[config.mk]
export PLATFORM = sky130hd
export DESIGN_NAME = kpyd_scanner
export DESIGN_NICKNAME = d
export VERILOG_FILES = /design/src/rtl/kpyd_pkg.sv /design/src/rtl/kpyd_event_fifo.sv /design/src/rtl/kpyd_sync.sv /design/src/rtl/kpyd_scanner.sv
export SDC_FILE = /design/constraint.sdc
export NUM_CORES = 1
export LEC_CHECK = 0
export CORE_MARGIN = 2
export CORE_UTILIZATION = 45
export DETAILED_ROUTE_END_ITERATION = 10
export PLACE_DENSITY_LB_ADDON = 0.2
export SLEW_MARGIN = 40
export SYNTH_ARGS = -nofsm -noshare
export SYNTH_HDL_FRONTEND = slang
export SYNTH_SLANG_ARGS = --single-unit
export TNS_END_PERCENT = 100
[constraint.sdc]
create_clock -name clk_i -period 2.5 [get_ports clk_i]
set_input_delay 0.5 -clock clk_i [delete_from_list [all_inputs] [get_ports clk_i]]
set_output_delay 0.5 -clock clk_i [all_outputs]
set_load 0.005 [all_outputs]
[src/rtl/kpyd_pkg.sv]
// Shared types for the matrix-keypad scanner: scan states, the event record
// carried through the event FIFO, and the key-code width helper.
package kpyd_pkg;

  // Widest code needed by an 8x8 matrix; narrower builds use the low bits.
  localparam int unsigned CODE_W_MAX = 6;

  typedef enum logic [1:0] {
    SCAN,
    CONFIRM,
    HELD
  } scan_state_e;

  typedef struct packed {
    logic [CODE_W_MAX-1:0] code;
    logic                  press;
    logic                  rpt;
  } kpyd_event_t;

  function automatic int unsigned code_width(input int unsigned rows, input int unsigned cols);
    return (rows * cols > 1) ? $clog2(rows * cols) : 1;
  endfunction

endpackage

[src/rtl/kpyd_event_fifo.sv]
// Show-ahead ready/valid event FIFO; pointers carry an extra wrap bit so
// full and empty are distinguished without a separate counter.
module kpyd_event_fifo import kpyd_pkg::*; #(
  parameter int unsigned DEPTH = 4,
  parameter type         T     = kpyd_event_t
) (
  input  logic clk_i,
  input  logic reset_i,
  input  logic push_i,
  input  T     data_i,
  input  logic pop_i,
  output T     data_o,
  output logic full_o,
  output logic empty_o
);

  localparam int unsigned AW = $clog2(DEPTH);

  T           mem_q [DEPTH];
  logic [AW:0] wr_q, rd_q;
  logic        do_push, do_pop;

  assign empty_o = (wr_q == rd_q);
  assign full_o  = (wr_q[AW] != rd_q[AW]) && (wr_q[AW-1:0] == rd_q[AW-1:0]);
  assign do_pop  = pop_i && !empty_o;
  // A pop on the same edge frees the slot the push lands in.
  assign do_push = push_i && (!full_o || do_pop);

  always_ff @(posedge clk_i or negedge reset_i) begin
    if (!reset_i) begin
      wr_q <= '0;
      rd_q <= '0;
    end else begin
      if (do_push) wr_q <= wr_q + (AW+1)'(1);
      if (do_pop)  rd_q <= rd_q + (AW+1)'(1);
    end
  end

  // NOTE: storage is not reset; empty/full come from the reset pointers, so
  // the array stays plain registers/RAM without reset fan-out.
  always_ff @(posedge clk_i) begin
    if (do_push) mem_q[wr_q[AW-1:0]] <= data_i;
  end

  assign data_o = mem_q[rd_q[AW-1:0]];

endmodule

[src/rtl/kpyd_sync.sv]
// Two-flop synchroniser for one asynchronous level input.
module kpyd_sync #(
  parameter logic RESET_VAL = 1'b1
) (
  input  logic clk_i,
  input  logic reset_i,
  input  logic d_i,
  output logic q_o
);

  logic [1:0] ff_q;

  // NOTE: sequential state uses <= so every flop samples the pre-edge value.
  always_ff @(posedge clk_i or negedge reset_i) begin
    if (!reset_i) ff_q <= {2{RESET_VAL}};
    else          ff_q <= {ff_q[0], d_i};
  end

  assign q_o = ff_q[1];

endmodule

[src/rtl/kpyd_scanner.sv]
// Matrix-keypad scanner: one-cold column drive, per-key debounce, ghost
// rejection, optional typematic repeat, and a press/repeat/release event FIFO.
module kpyd_scanner import kpyd_pkg::*; #(
  parameter int unsigned ROWS            = 4,
  parameter int unsigned COLS            = 4,
  parameter int unsigned SETTLE_CYCLES   = 4,
  parameter int unsigned DEBOUNCE_CYCLES = 16,
  parameter int unsigned REPEAT_EN       = 0,
  parameter int unsigned REPEAT_DELAY    = 64,
  parameter int unsigned REPEAT_PERIOD   = 32,
  parameter int unsigned RELEASE_EVT     = 1,
  parameter int unsigned FIFO_DEPTH      = 4
) (
  input  logic                                clk_i,
  input  logic                                reset_i,
  input  logic [ROWS-1:0]                     kpyd_row_i,
  output logic [COLS-1:0]                     kpyd_col_o,
  output logic                                valid_o,
  input  logic                                ready_i,
  output logic [code_width(ROWS, COLS)-1:0]   code_o,
  output logic                                press_o,
  output logic                                repeat_o,
  output logic                                overflow_o
);

  localparam int unsigned CODE_W   = code_width(ROWS, COLS);
  localparam int unsigned RIDX_W   = $clog2(ROWS);
  localparam int unsigned CIDX_W   = $clog2(COLS);
  localparam int unsigned SETTLE_W = $clog2(SETTLE_CYCLES + 1);
  localparam int unsigned DEB_W    = $clog2(DEBOUNCE_CYCLES + 1);
  localparam int unsigned RPT_MAX  = (REPEAT_DELAY > REPEAT_PERIOD) ? REPEAT_DELAY : REPEAT_PERIOD;
  localparam int unsigned RPT_W    = $clog2(RPT_MAX + 1);

  logic [ROWS-1:0] row_s, row_low;

  for (genvar r = 0; r < ROWS; r++) begin : g_sync
    kpyd_sync #(.RESET_VAL(1'b1)) u_sync (
      .clk_i   (clk_i),
      .reset_i (reset_i),
      .d_i     (kpyd_row_i[r]),
      .q_o     (row_s[r])
    );
  end

  assign row_low = ~row_s;

  scan_state_e         state_q, state_d;
  logic [CIDX_W-1:0]   c_q, c_d, c_next;
  logic [RIDX_W-1:0]   r_q, r_d, low_idx;
  logic [SETTLE_W-1:0] settle_q, settle_d;
  logic [DEB_W-1:0]    deb_q, deb_d;
  logic [RPT_W-1:0]    rpt_q, rpt_d, rpt_tgt;
  logic                first_q, first_d;
  logic [COLS-1:0]     col_q;
  logic                overflow_q;

  logic                  scan_active, one_low, match;
  logic [CODE_W_MAX-1:0] cur_code;
  logic                  push, pop, full, empty, drop;
  kpyd_event_t           ev, head;

  // Columns idle (all ones) only until the first edge after reset.
  assign scan_active = ~&col_q;
  assign one_low     = (row_low != '0) && ((row_low & (row_low - ROWS'(1))) == '0);
  assign match       = (row_low == (ROWS'(1) << r_q));
  assign c_next      = (c_q == CIDX_W'(COLS - 1)) ? '0 : c_q + CIDX_W'(1);
  assign cur_code    = CODE_W_MAX'(int'(r_q) * COLS + int'(c_q));
  assign rpt_tgt     = first_q ? RPT_W'(REPEAT_DELAY - 1) : RPT_W'(REPEAT_PERIOD - 1);

  always_comb begin
    low_idx = '0;
    for (int r = 0; r < ROWS; r++) begin
      if (row_low[r]) low_idx = RIDX_W'(r);
    end
  end

  // NOTE: every output of this block gets a default first, so no path can
  // leave one unassigned and infer a latch.
  always_comb begin
    state_d  = state_q;
    c_d      = c_q;
    r_d      = r_q;
    settle_d = settle_q;
    deb_d    = deb_q;
    rpt_d    = rpt_q;
    first_d  = first_q;
    push     = 1'b0;
    ev       = '{code: cur_code, press: 1'b1, rpt: 1'b0};

    unique case (state_q)
      SCAN: begin
        if (scan_active) begin
          if (settle_q == SETTLE_W'(SETTLE_CYCLES)) begin
            if (one_low) begin
              r_d     = low_idx;
              deb_d   = '0;
              state_d = CONFIRM;
            end else begin
              c_d      = c_next;
              settle_d = '0;
            end
          end else begin
            settle_d = settle_q + SETTLE_W'(1);
          end
        end
      end

      CONFIRM: begin
        if (!match) begin
          state_d  = SCAN;
          c_d      = c_next;
          settle_d = '0;
        end else if (deb_q == DEB_W'(DEBOUNCE_CYCLES - 1)) begin
          push    = 1'b1;
          state_d = HELD;
          deb_d   = '0;
          rpt_d   = '0;
          first_d = 1'b1;
        end else begin
          deb_d = deb_q + DEB_W'(1);
        end
      end

      HELD: begin
        if (REPEAT_EN != 0) begin
          if (rpt_q == rpt_tgt) begin
            push    = 1'b1;
            ev.rpt  = 1'b1;
            rpt_d   = '0;
            first_d = 1'b0;
          end else begin
            rpt_d = rpt_q + RPT_W'(1);
          end
        end
        // Only row r matters here; other rows are ignored (no rollover).
        if (row_low[r_q]) begin
          deb_d = '0;
        end else if (deb_q == DEB_W'(DEBOUNCE_CYCLES - 1)) begin
          push     = (RELEASE_EVT != 0);
          ev.press = 1'b0;
          ev.rpt   = 1'b0;
          state_d  = SCAN;
          c_d      = c_next;
          settle_d = '0;
          deb_d    = '0;
        end else begin
          deb_d = deb_q + DEB_W'(1);
        end
      end

      default: state_d = SCAN;
    endcase
  end

  always_ff @(posedge clk_i or negedge reset_i) begin
    if (!reset_i) begin
      state_q    <= SCAN;
      c_q        <= '0;
      r_q        <= '0;
      settle_q   <= '0;
      deb_q      <= '0;
      rpt_q      <= '0;
      first_q    <= 1'b0;
      col_q      <= '1;
      overflow_q <= 1'b0;
    end else begin
      state_q    <= state_d;
      c_q        <= c_d;
      r_q        <= r_d;
      settle_q   <= settle_d;
      deb_q      <= deb_d;
      rpt_q      <= rpt_d;
      first_q    <= first_d;
      col_q      <= ~(COLS'(1) << c_d);
      overflow_q <= overflow_q | drop;
    end
  end

  assign pop  = ready_i && !empty;
  assign drop = push && full && !pop;

  kpyd_event_fifo #(
    .DEPTH (FIFO_DEPTH),
    .T     (kpyd_event_t)
  ) u_fifo (
    .clk_i   (clk_i),
    .reset_i (reset_i),
    .push_i  (push),
    .data_i  (ev),
    .pop_i   (pop),
    .data_o  (head),
    .full_o  (full),
    .empty_o (empty)
  );

  // Upper code bits are spare when the matrix needs fewer than CODE_W_MAX.
  logic head_unused;
  assign head_unused = ^head.code;

  assign kpyd_col_o = col_q;
  assign valid_o    = !empty;
  assign code_o     = valid_o ? head.code[CODE_W-1:0] : '0;
  assign press_o    = valid_o & head.press;
  assign repeat_o   = valid_o & head.rpt;
  assign overflow_o = overflow_q;

endmodule
# [Yosys cells after proc, flatten, opt, wreduce, memory -nomap -nowiden]
# Memories as Yosys holds them, arrays and structs flattened.
# Cells that the tools add are included.
[classes] reduce_logical=20 bitwise=7 mux=45 eq_ne=18 shifts=2 addsub=7 magnitude_cmp=1
[op_table] operator="$mux 2" count=19
[op_table] operator="$mux 5" count=6
[op_table] operator="$mux 3" count=6
[op_table] operator="$pmux 5 s3" count=1
[op_table] operator="$ne 2x2->1 const B" count=7
[op_table] operator="$pmux 2 s3" count=2
[op_table] operator="$reduce_and 6->1" count=2
[op_table] operator="$add 3x1->3 const B" count=3
[op_table] operator="$pmux 3 s3" count=1
[op_table] operator="$not 4->4" count=2
[op_table] operator="$reduce_and 4->1" count=2
[op_table] operator="$shl 1x2->4 const A" count=2
[op_table] operator="$logic_and 1x1->1" count=7
[op_table] operator="$mux 1" count=7
[op_table] operator="$ne 3x3->1 const B" count=2
[op_table] operator="$add 4x2->5" count=1
[op_table] operator="$add 5x1->5 const B" count=1
[op_table] operator="$eq 5x4->1 const B" count=1
[op_table] operator="$reduce_and 5->1" count=1
[op_table] operator="$and 4x4->4" count=1
[op_table] operator="$eq 2x2->1 const B" count=2
[op_table] operator="$eq 4x4->1" count=1
[op_table] operator="$logic_not 4->1" count=1
[op_table] operator="$mux 4" count=1
[op_table] operator="18 further kinds" count=21
[word_totals] in_bits=7 wordCells=114 regBits=33 output_inout_bits=12 mem_bits_rw=28 memories=1
[mem_list] memory="u_fifo.mem_q" words=4 width=7 read_ports=1 rd_ports_with_merged_regs=0 wr=1 line="kpyd_event_fifo.sv:19" rtl="T mem_q [DEPTH];"

# [Depth between registers and ports, before layout]
# Gate-level depths: netlist of run 1.
[depth] ltp_word=11 depth_mapped=8 depth_no_buf=8

# [Modules after synthesis]
# Synthesis of run 1 repeated with hierarchy kept, for this count alone.
[unflattened] cells_unflattened=230 hier_area_um2=3130.5
[modules_own_cells] module="kpyd_event_fifo" cells_each=85 area_each_um2=1602.8 n_inst=1 seq_area_each_um2=1111.1
[modules_own_cells] module="kpyd_scanner" cells_each=137 area_each_um2=1317.5 n_inst=1 seq_area_each_um2=480.5
[modules_own_cells] module="kpyd_sync" cells_each=2 area_each_um2=52.6 n_inst=4 seq_area_each_um2=52.6

# [Least setup slack after synthesis of run 1]
# OpenSTA, ideal clock, no wires.
[synth_path] path_kind="register -> register" startpoint="reg g_sync[1].u_sync.ff_q[1]" endpoint="mem u_fifo.mem_q[0][1] in the netlist's numbering, enable pin" setup_ns=0.315 t_required_ns=2.185 path_buffers=0 arrival_time_ns=1.859 path_stages_with_launch=6 setup_slack_ns=0.327 synth_period_minus_slack_ns=2.173 path_cell_list="dfstp_2 -> or3b_1 -> a211oi_2 -> o21ai_1 -> a211oi_4 -> and2_1"
[synth_between] elab_chain_cells=8 word_cells_on_any_way=10 classes_between="eq/ne: 1; mux: 7; bitwise: 1; reduce/logical: 1"
[synth_rtl] item="start, declared" line="kpyd_sync.sv:11" rtl="logic [1:0] ff_q;"
[synth_rtl] item="start signal, assigned" line="kpyd_sync.sv:15" rtl="if (!reset_i) ff_q <= {2{RESET_VAL}};"
[synth_rtl] item="start signal, assigned" line="kpyd_sync.sv:16" rtl="else ff_q <= {ff_q[0], d_i};"
[synth_rtl] item="$not 4->4 (*)" line="kpyd_scanner.sv:45" rtl="assign row_low = ~row_s;"
[synth_rtl] item="$bmux 1 s2" line="kpyd_scanner.sv:136" rtl="if (row_low[r_q]) begin"
[synth_rtl] item="$mux 1 (implied by the code)" line="kpyd_scanner.sv:136"
[synth_rtl] item="$mux 1" line="kpyd_scanner.sv:136"
[synth_rtl] item="$pmux 1 s2 (*)" line="kpyd_scanner.sv:90" rtl="unique case (state_q)"
[synth_rtl] item="$logic_and 1x1->1 (*)" line="kpyd_event_fifo.sv:27" rtl="assign do_push = push_i && (!full_o || do_pop);"
[synth_rtl] item="$mux 1 (*)" line="kpyd_event_fifo.sv:42" rtl="if (do_push) mem_q[wr_q[AW-1:0]] <= data_i;"
[synth_rtl] item="$mux 1 (implied by the code) (*)" line="kpyd_event_fifo.sv:42"
[synth_rtl] item="end, declared" line="kpyd_event_fifo.sv:19"
# Mark *: on every way between the ends. The rest lies on a longest branch, timed or not. The select of a mux whose other input is x is not followed.

# [Worst setup path in the final report of run 1]
[layout_path] startpoint="reg u_fifo.rd_q[0]" endpoint="out code_o[2]"
[layout_between] elab_chain_cells=2 word_cells_on_any_way=3 classes_between="eq/ne: 1; mux: 1; memory: 1"
[layout_rtl] item="start, declared" line="kpyd_event_fifo.sv:20" rtl="logic [AW:0] wr_q, rd_q;"
[layout_rtl] item="start signal, assigned" line="kpyd_event_fifo.sv:35" rtl="if (do_pop) rd_q <= rd_q + (AW+1)'(1);"
[layout_rtl] item="$mem_v2 4x7 or $eq 3x3->1 (tied branches)"
[layout_rtl] item="$mux 4 (*)" line="kpyd_scanner.sv:202" rtl="assign code_o = valid_o ? head.code[CODE_W-1:0] : '0;"
[layout_rtl] item="end, declared" line="kpyd_scanner.sv:20" rtl="output logic [code_width(ROWS, COLS)-1:0] code_o,"
# Mark *: on every way between the ends. The rest lies on a longest branch, timed or not.

==> results.sh, run 1 <==
export IMPL_core_area_sq_um=5570
export IMPL_synth_nets=227
export IMPL_startpoint="u_fifo.rd_q[0]"
export IMPL_grt_pass1_vias=1517
export IMPL_drc_errors=0
export IMPL_initial_core_util_pct=47.3
export IMPL_fmax_mhz=421
export IMPL_fin_skew_ps=8.64
export IMPL_fillCellCount=480
export IMPL_io_buffers=17
export IMPL_synth_cells=207
export IMPL_synth_ff_type="dfrtp_1"
export IMPL_yosys_area_share_simple_pct=14.8
export IMPL_yosys_cell_types_count=56
export IMPL_ys_seq_elements=53
export IMPL_gp_congestion=0.795
export IMPL_core_rowCount=27
export IMPL_finalMaxSlewViolations=0
export IMPL_path_class="reg2out"
export IMPL_powerDensity_nw_per_um2=915
export IMPL_seq_power_share_pct=46.5
export IMPL_final_util_pct=53.8
export IMPL_hold_viol_final=0
export IMPL_synth_compound_area_share_pct=10.6
export IMPL_avgSynthCellArea_sq_um=12.7
export IMPL_fp_dieW_um=80.5
export IMPL_worstSkewPairLatency_ps=300
export IMPL_post_route_min_period_ps=2380
export IMPL_synthTopCellsByCount="dfrtp_1 (21), edfxtp_1 (20), nand2_1 (19)"
export IMPL_synthArstFlopShare_pct=62.3
export IMPL_dp_hpwl_um=3090
export IMPL_power_leakage_nw=1.18
export IMPL_cts_sinks=53
export IMPL_reg2reg_from="g_sync[1].u_sync.ff_q[1]"
export IMPL_synth_area_top_cells="edfxtp_1 (23%), dfrtp_1 (20%), dfstp_2 (12%)"
export IMPL_synth_yosys_seq_area_share_pct=54.7
export IMPL_numCtsBuffers=5
export IMPL_rrSetupSlack_ps=150
export IMPL_via_per_inst=5.28
export IMPL_end_kind="output pin"
export IMPL_dieArea_sq_um=6480
export IMPL_synth_top_family_by_area="simple AND/OR/NAND/NOR gates"
export IMPL_grt_max_degree=34
export IMPL_finalSetupTns_ps=0
export IMPL_clkTransAtPathRegs_ps=90
export IMPL_htreeDepth=2
export IMPL_drt_wirelength_per_cell_um=13.9
export IMPL_synthMuxAreaShare_pct=7.60
export IMPL_worstRegToRegCells=5
export IMPL_crit_path_max_fanout=7
export IMPL_wirelength_um=4230
export IMPL_power_switching_mw=0.900
export IMPL_start_kind="flip-flop"
export IMPL_io_pins=19
export IMPL_synth_edf_count=20
export IMPL_combPwrFrac_pct=36.4
export IMPL_intPower_mw=1.84
export IMPL_clockBufferDepth=2
export IMPL_n_antenna_cell=0
export IMPL_yosysMostFrequentCell="dfrtp_1"
export IMPL_via_count=1604
export IMPL_final_cell_area_sq_um=3000
export IMPL_critPathArrivalTime_ps=1880
export IMPL_ctsHoldBuffers=0
export IMPL_die_y_um=80.5
export IMPL_final_nets=251
export IMPL_critPathCapture="code_o[2]"
export IMPL_drtPass1Iterations=4
export IMPL_synth_top_area_cell="edfxtp_1"
export IMPL_synth_adder_area_share_pct=6.18
export IMPL_drt_iter0_drc=104
export IMPL_syn_area_sq_um=2630
export IMPL_yosys_warnings=0
export IMPL_min_path_type="reg2reg"
export IMPL_tritoncts="yes"
export IMPL_synth_top_area_share_pct=22.8
export IMPL_p_clk_share_pct=17.1
export IMPL_switching_share_pct=32.8
export IMPL_rr_endpoint="u_fifo.mem_q[0][3]"
export IMPL_rsz0062_at_grt="no"
export IMPL_grt_overflow_total=0
export IMPL_status="finished, final reports clean"
export IMPL_grt_first_pass_wirelength_um=7180
export IMPL_max_cap_viol_count=0
export IMPL_crit_required_ps=2000
export IMPL_ir_drop_v=0.000413
export IMPL_final_setup_viol_count=0
export IMPL_grtUsageTotal_pct=14.7
export IMPL_placed_area_sq_um=2880
export IMPL_post_route_period_util_pct=95.1
export IMPL_synth_xor_area_share_pct=2.95
export IMPL_ant_nets=0
export IMPL_cts_root_buffer="clkbuf_8"
export IMPL_drive_gt1_share_pct=22.0
export IMPL_antenna_found_initial=0
export IMPL_area_growth_pct=13.9
==> layer usage <==
| metal | GRT usage [%] | vias to the layer above | share of wire (%) |
|---|---|---|---|
| li1 | - | 806 | - |
| met5 | 0 | - | 0 |
| met3 | 3.37 | 5 | 3.1 |
| met2 | 23.7 | 29 | 48 |
| met4 | 4.58 | 0 | 1.1 |
| met1 | 19.8 | 764 | 48 |
==> registers in the layout, summed over array words and instances, names as in the netlist <==
register / flops
u_fifo.mem_q: 20
g_sync.u_sync.ff_q: 8
deb_q: 5
kpyd_col_o: 4
settle_q: 3
u_fifo.rd_q: 3
u_fifo.wr_q: 3
c_q: 2
r_q: 2
state_q: 2
overflow_o: 1
==> power groups by stage <==
stage | Clock (mW) | Combinational [mW] | Sequential, mW
global placement | 0 | 0.994 | 1.30
CTS | 0.485 | 1.01 | 1.28
global route | 0.522 | 1.13 | 1.32
floorplan | 0 | 0.734 | 1.21
detailed placement | 0 | 1.00 | 1.30
finish | 0.469 | 0.999 | 1.28
==> cells by family after synthesis <==
| logic type | after synthesis |
|---|---|
| compound gates | 36 |
| other cells | 1 |
| simple gates | 66 |
| flops | 53 |
| mux | 12 |
| buf+inv | 18 |
| xor+xnor | 8 |
| fa+ha+maj | 13 |
==> through the flow <==
step | setup slack [ps] | hold slack, ps | power (mW) | instances
floorplan | 327 | 204 | 1.95 | 207
global placement | 179 | 346 | 2.30 | 293
detailed placement | 115 | 347 | 2.30 | 293
CTS | 77.7 | 361 | 2.78 | 301
global route | 7.97 | 364 | 2.97 | 304
finish | 124 | 360 | 2.74 | 304
==> how the worst min path moves through the flow <==
stage	from	end	slack, ps	depth (start not counted)
after floorplan	reset_i	c_q[0]	200	0
after global placement	g_sync[0].u_sync.ff_q[0]	g_sync[0].u_sync.ff_q[1]	350	0
after detailed placement	g_sync[0].u_sync.ff_q[0]	g_sync[0].u_sync.ff_q[1]	350	0
after CTS	g_sync[0].u_sync.ff_q[0]	g_sync[0].u_sync.ff_q[1]	360	0
after global routing	g_sync[1].u_sync.ff_q[0]	g_sync[1].u_sync.ff_q[1]	360	0
final	g_sync[0].u_sync.ff_q[0]	g_sync[0].u_sync.ff_q[1]	360	0
==> placed cells by master, fill, tap and decap left out, drive strengths merged, types with 2 or more instances in the layout <==
cell,count
inv,13
o21ai,11
clkdlybuf4s50,16
nand3,7
mux2i,2
clkbuf,6
ha,13
a211oi,4
nor2b,6
mux4,6
edfxtp,20
dfrtp,21
mux2,4
a21o,2
buf,6
or3b,3
and2,7
a31oi,2
dfstp,12
o211a,2
nand3b,2
o211ai,3
a21oi,3
nand2,19
nor2,5
nor3,3
xnor2,7
nand4,2
nand4b,2
==> repair_timing <==
item                       in CTS  in global routing
setup buffers                   0                  3
resized for setup               1                  5
setup endpoints to repair       5                 17
pin swaps                       0                  1
==> worst max-delay path, stage by stage (launching register included) <==
cell	delay (ps)
dfrtp_2	490
mux4_2	520
nor2b_1	140
clkdlybuf4s50_1	430
==> final cells by class <==
| cell class | instances | area [sq um] | area share (%) |
|---|---|---|---|
| sequential | 53 | 1440 | 48.1 |
| multi-input combinational | 136 | 1120 | 37.3 |
| timing repair buffer | 23 | 218 | 7.26 |
| tap | 72 | 90.1 | 3.00 |
| clock buffer | 6 | 72.6 | 2.42 |
| inverter | 12 | 45.0 | 1.50 |
| clock inverter | 2 | 13.8 | 0.459 |
No activity file was read; power rests on OpenSTA's default activity.
==> run 2: changes to the inputs <==
- CORE_ASPECT_RATIO: not set -> 0.5
==> results.sh, run 2 (synthesis gave the netlist of run 1 again) <==
export IMPL_final_cell_area_sq_um=3030
export IMPL_die_y_um=58.1
export IMPL_power_leakage_nw=1.19
export IMPL_min_path_type="reg2reg"
export IMPL_grt_pass1_vias=1665
export IMPL_fillCellCount=496
export IMPL_wirelength_um=4610
export IMPL_area_growth_pct=15.0
export IMPL_grt_first_pass_wirelength_um=7820
export IMPL_cpPeakStageDelay_ps=530
export IMPL_via_per_inst=5.38
export IMPL_fin_skew_ps=5.37
export IMPL_clockBufferDepth=2
export IMPL_io_pins=19
export IMPL_place_ws_ps=125
export IMPL_path_class="reg2out"
export IMPL_finalSetupTns_ps=0
export IMPL_core_rowCount=19
export IMPL_place_inst=293
export IMPL_fp_dieW_um=112
export IMPL_cts_root_buffer="clkbuf_16"
export IMPL_core_area_sq_um=5560
export IMPL_placed_area_sq_um=2880
export IMPL_via_count=1624
export IMPL_stdcell_count=302
export IMPL_initial_core_util_pct=47.3
export IMPL_post_route_min_period_ps=2400
export IMPL_io_buffers=17
export IMPL_drt_iter0_drc=69
export IMPL_max_cap_viol_count=0
export IMPL_powerDensity_nw_per_um2=978
export IMPL_hold_viol_final=0
export IMPL_worstSkewPairLatency_ps=280
export IMPL_drt_wirelength_per_cell_um=15.3
export IMPL_drtPass1Iterations=4
export IMPL_post_route_period_util_pct=95.9
export IMPL_htreeDepth=2
export IMPL_cts_sinks=53
export IMPL_drc_errors=0
export IMPL_numCtsBuffers=5
export IMPL_gp_congestion=0.832
export IMPL_drive_gt1_share_pct=19.7
export IMPL_status="finished, final reports clean"
export IMPL_n_antenna_cell=0
export IMPL_largest_register_ff_count=20
export IMPL_critPathArrivalTime_ps=1900
export IMPL_dieArea_sq_um=6520
export IMPL_clkTransAtPathRegs_ps=70
export IMPL_grtUsageTotal_pct=15.6
export IMPL_hold_slack_ps=356
export IMPL_path_cells="mux4_2, nor2b_1, clkdlybuf4s50_1"
export IMPL_critPathSlowestCell="mux4_2"
export IMPL_start_kind="flip-flop"
export IMPL_final_nets=248
export IMPL_rrSetupSlack_ps=190
export IMPL_final_cell_mix="dfrtp_1 (20), edfxtp_1 (20), nand2_1 (19), clkdlybuf4s50_1 (17), ha_1 (13)"
export IMPL_crit_required_ps=2000
export IMPL_rsz0062_at_grt="no"
export IMPL_tritoncts="yes"
export IMPL_grt_overflow_total=0
export IMPL_finalMaxSlewViolations=0
export IMPL_crit_path_max_fanout=8
export IMPL_end_kind="output pin"
export IMPL_regArea_sq_um=1440
export IMPL_antenna_found_initial=0
export IMPL_fmax_mhz=417
export IMPL_multi_input_area_sq_um=1110
export IMPL_ir_drop_v=0.000510
export IMPL_grt_max_degree=34
export IMPL_ant_nets=0
export IMPL_dp_hpwl_um=3400
export IMPL_worst_slack_ps=102
export IMPL_final_setup_viol_count=0
## run 2: cell types whose count changed in the layout (fill, tap and decap cells not counted)
cell,previous run,this run
and3_2,1,0
clkdlybuf4s50_1,16,17
and2_2,3,1
and2_1,2,4
dlymetal6s2s_1,1,0
buf_4,6,3
clkbuf_8,5,0
clkbuf_16,0,5
and3_1,0,1
## run 2: cell type report
| type | instances | area share, % |
|---|---|---|
| clock inverter | 2 | 0.455 |
| multi-input combinational | 136 | 36.8 |
| sequential | 53 | 47.6 |
| inverter | 12 | 1.49 |
| clock buffer | 6 | 4.26 |
| tap | 73 | 3.02 |
| timing repair buffer | 20 | 6.36 |
## run 2: power by group
part,switching [mW],internal (mW)
registers,0.200,1.09
clock network,0.294,0.374
logic,0.458,0.545
## run 2: what timing repair did
action,4_1_cts,5_1_grt
endpoints found under the setup margin,5,12
gates resized for setup,1,1
hold buffers,0,0
setup buffers,0,1
## run 2: final timing paths
check                                         startpoint                       end  cells after the start
worst max-delay path                      u_fifo.rd_q[0]                 code_o[1]                      3
worst min-delay path            g_sync[2].u_sync.ff_q[0]  g_sync[2].u_sync.ff_q[1]                      0
worst max register to register  g_sync[1].u_sync.ff_q[1]        u_fifo.mem_q[1][2]                      5
worst min register to register  g_sync[2].u_sync.ff_q[0]  g_sync[2].u_sync.ff_q[1]                      0
max in group asynchronous                        reset_i             kpyd_col_o[1]                      2
min in group asynchronous                        reset_i                    r_q[0]                      2
## run 2: worst max-delay path: cells and delay by family (launching register included)
kind,cells,cell delay (ps)
flip-flops,1,500
buffers and inverters,1,440
AND/OR/NAND/NOR,1,140
multiplexers,1,530
## run 2: metal layers
layer  global-route usage (%)  wire, um  vias to the layer above
met2                     26.7      2240                       30
met4                     4.88        22                        0
met3                     4.18       160                        4
met1                     19.8      2190                      793
li1                         -         -                      797
met5                        0         0                        -
## run 2: through the flow
step | utilization [%] | power [mW]
final | 54.4 | 2.96
after global routing | 54.4 | 3.16
after CTS | 54.3 | 2.99
after detailed placement | 51.7 | 2.31
after global placement | 51.7 | 2.26
after floorplan | - | 1.95
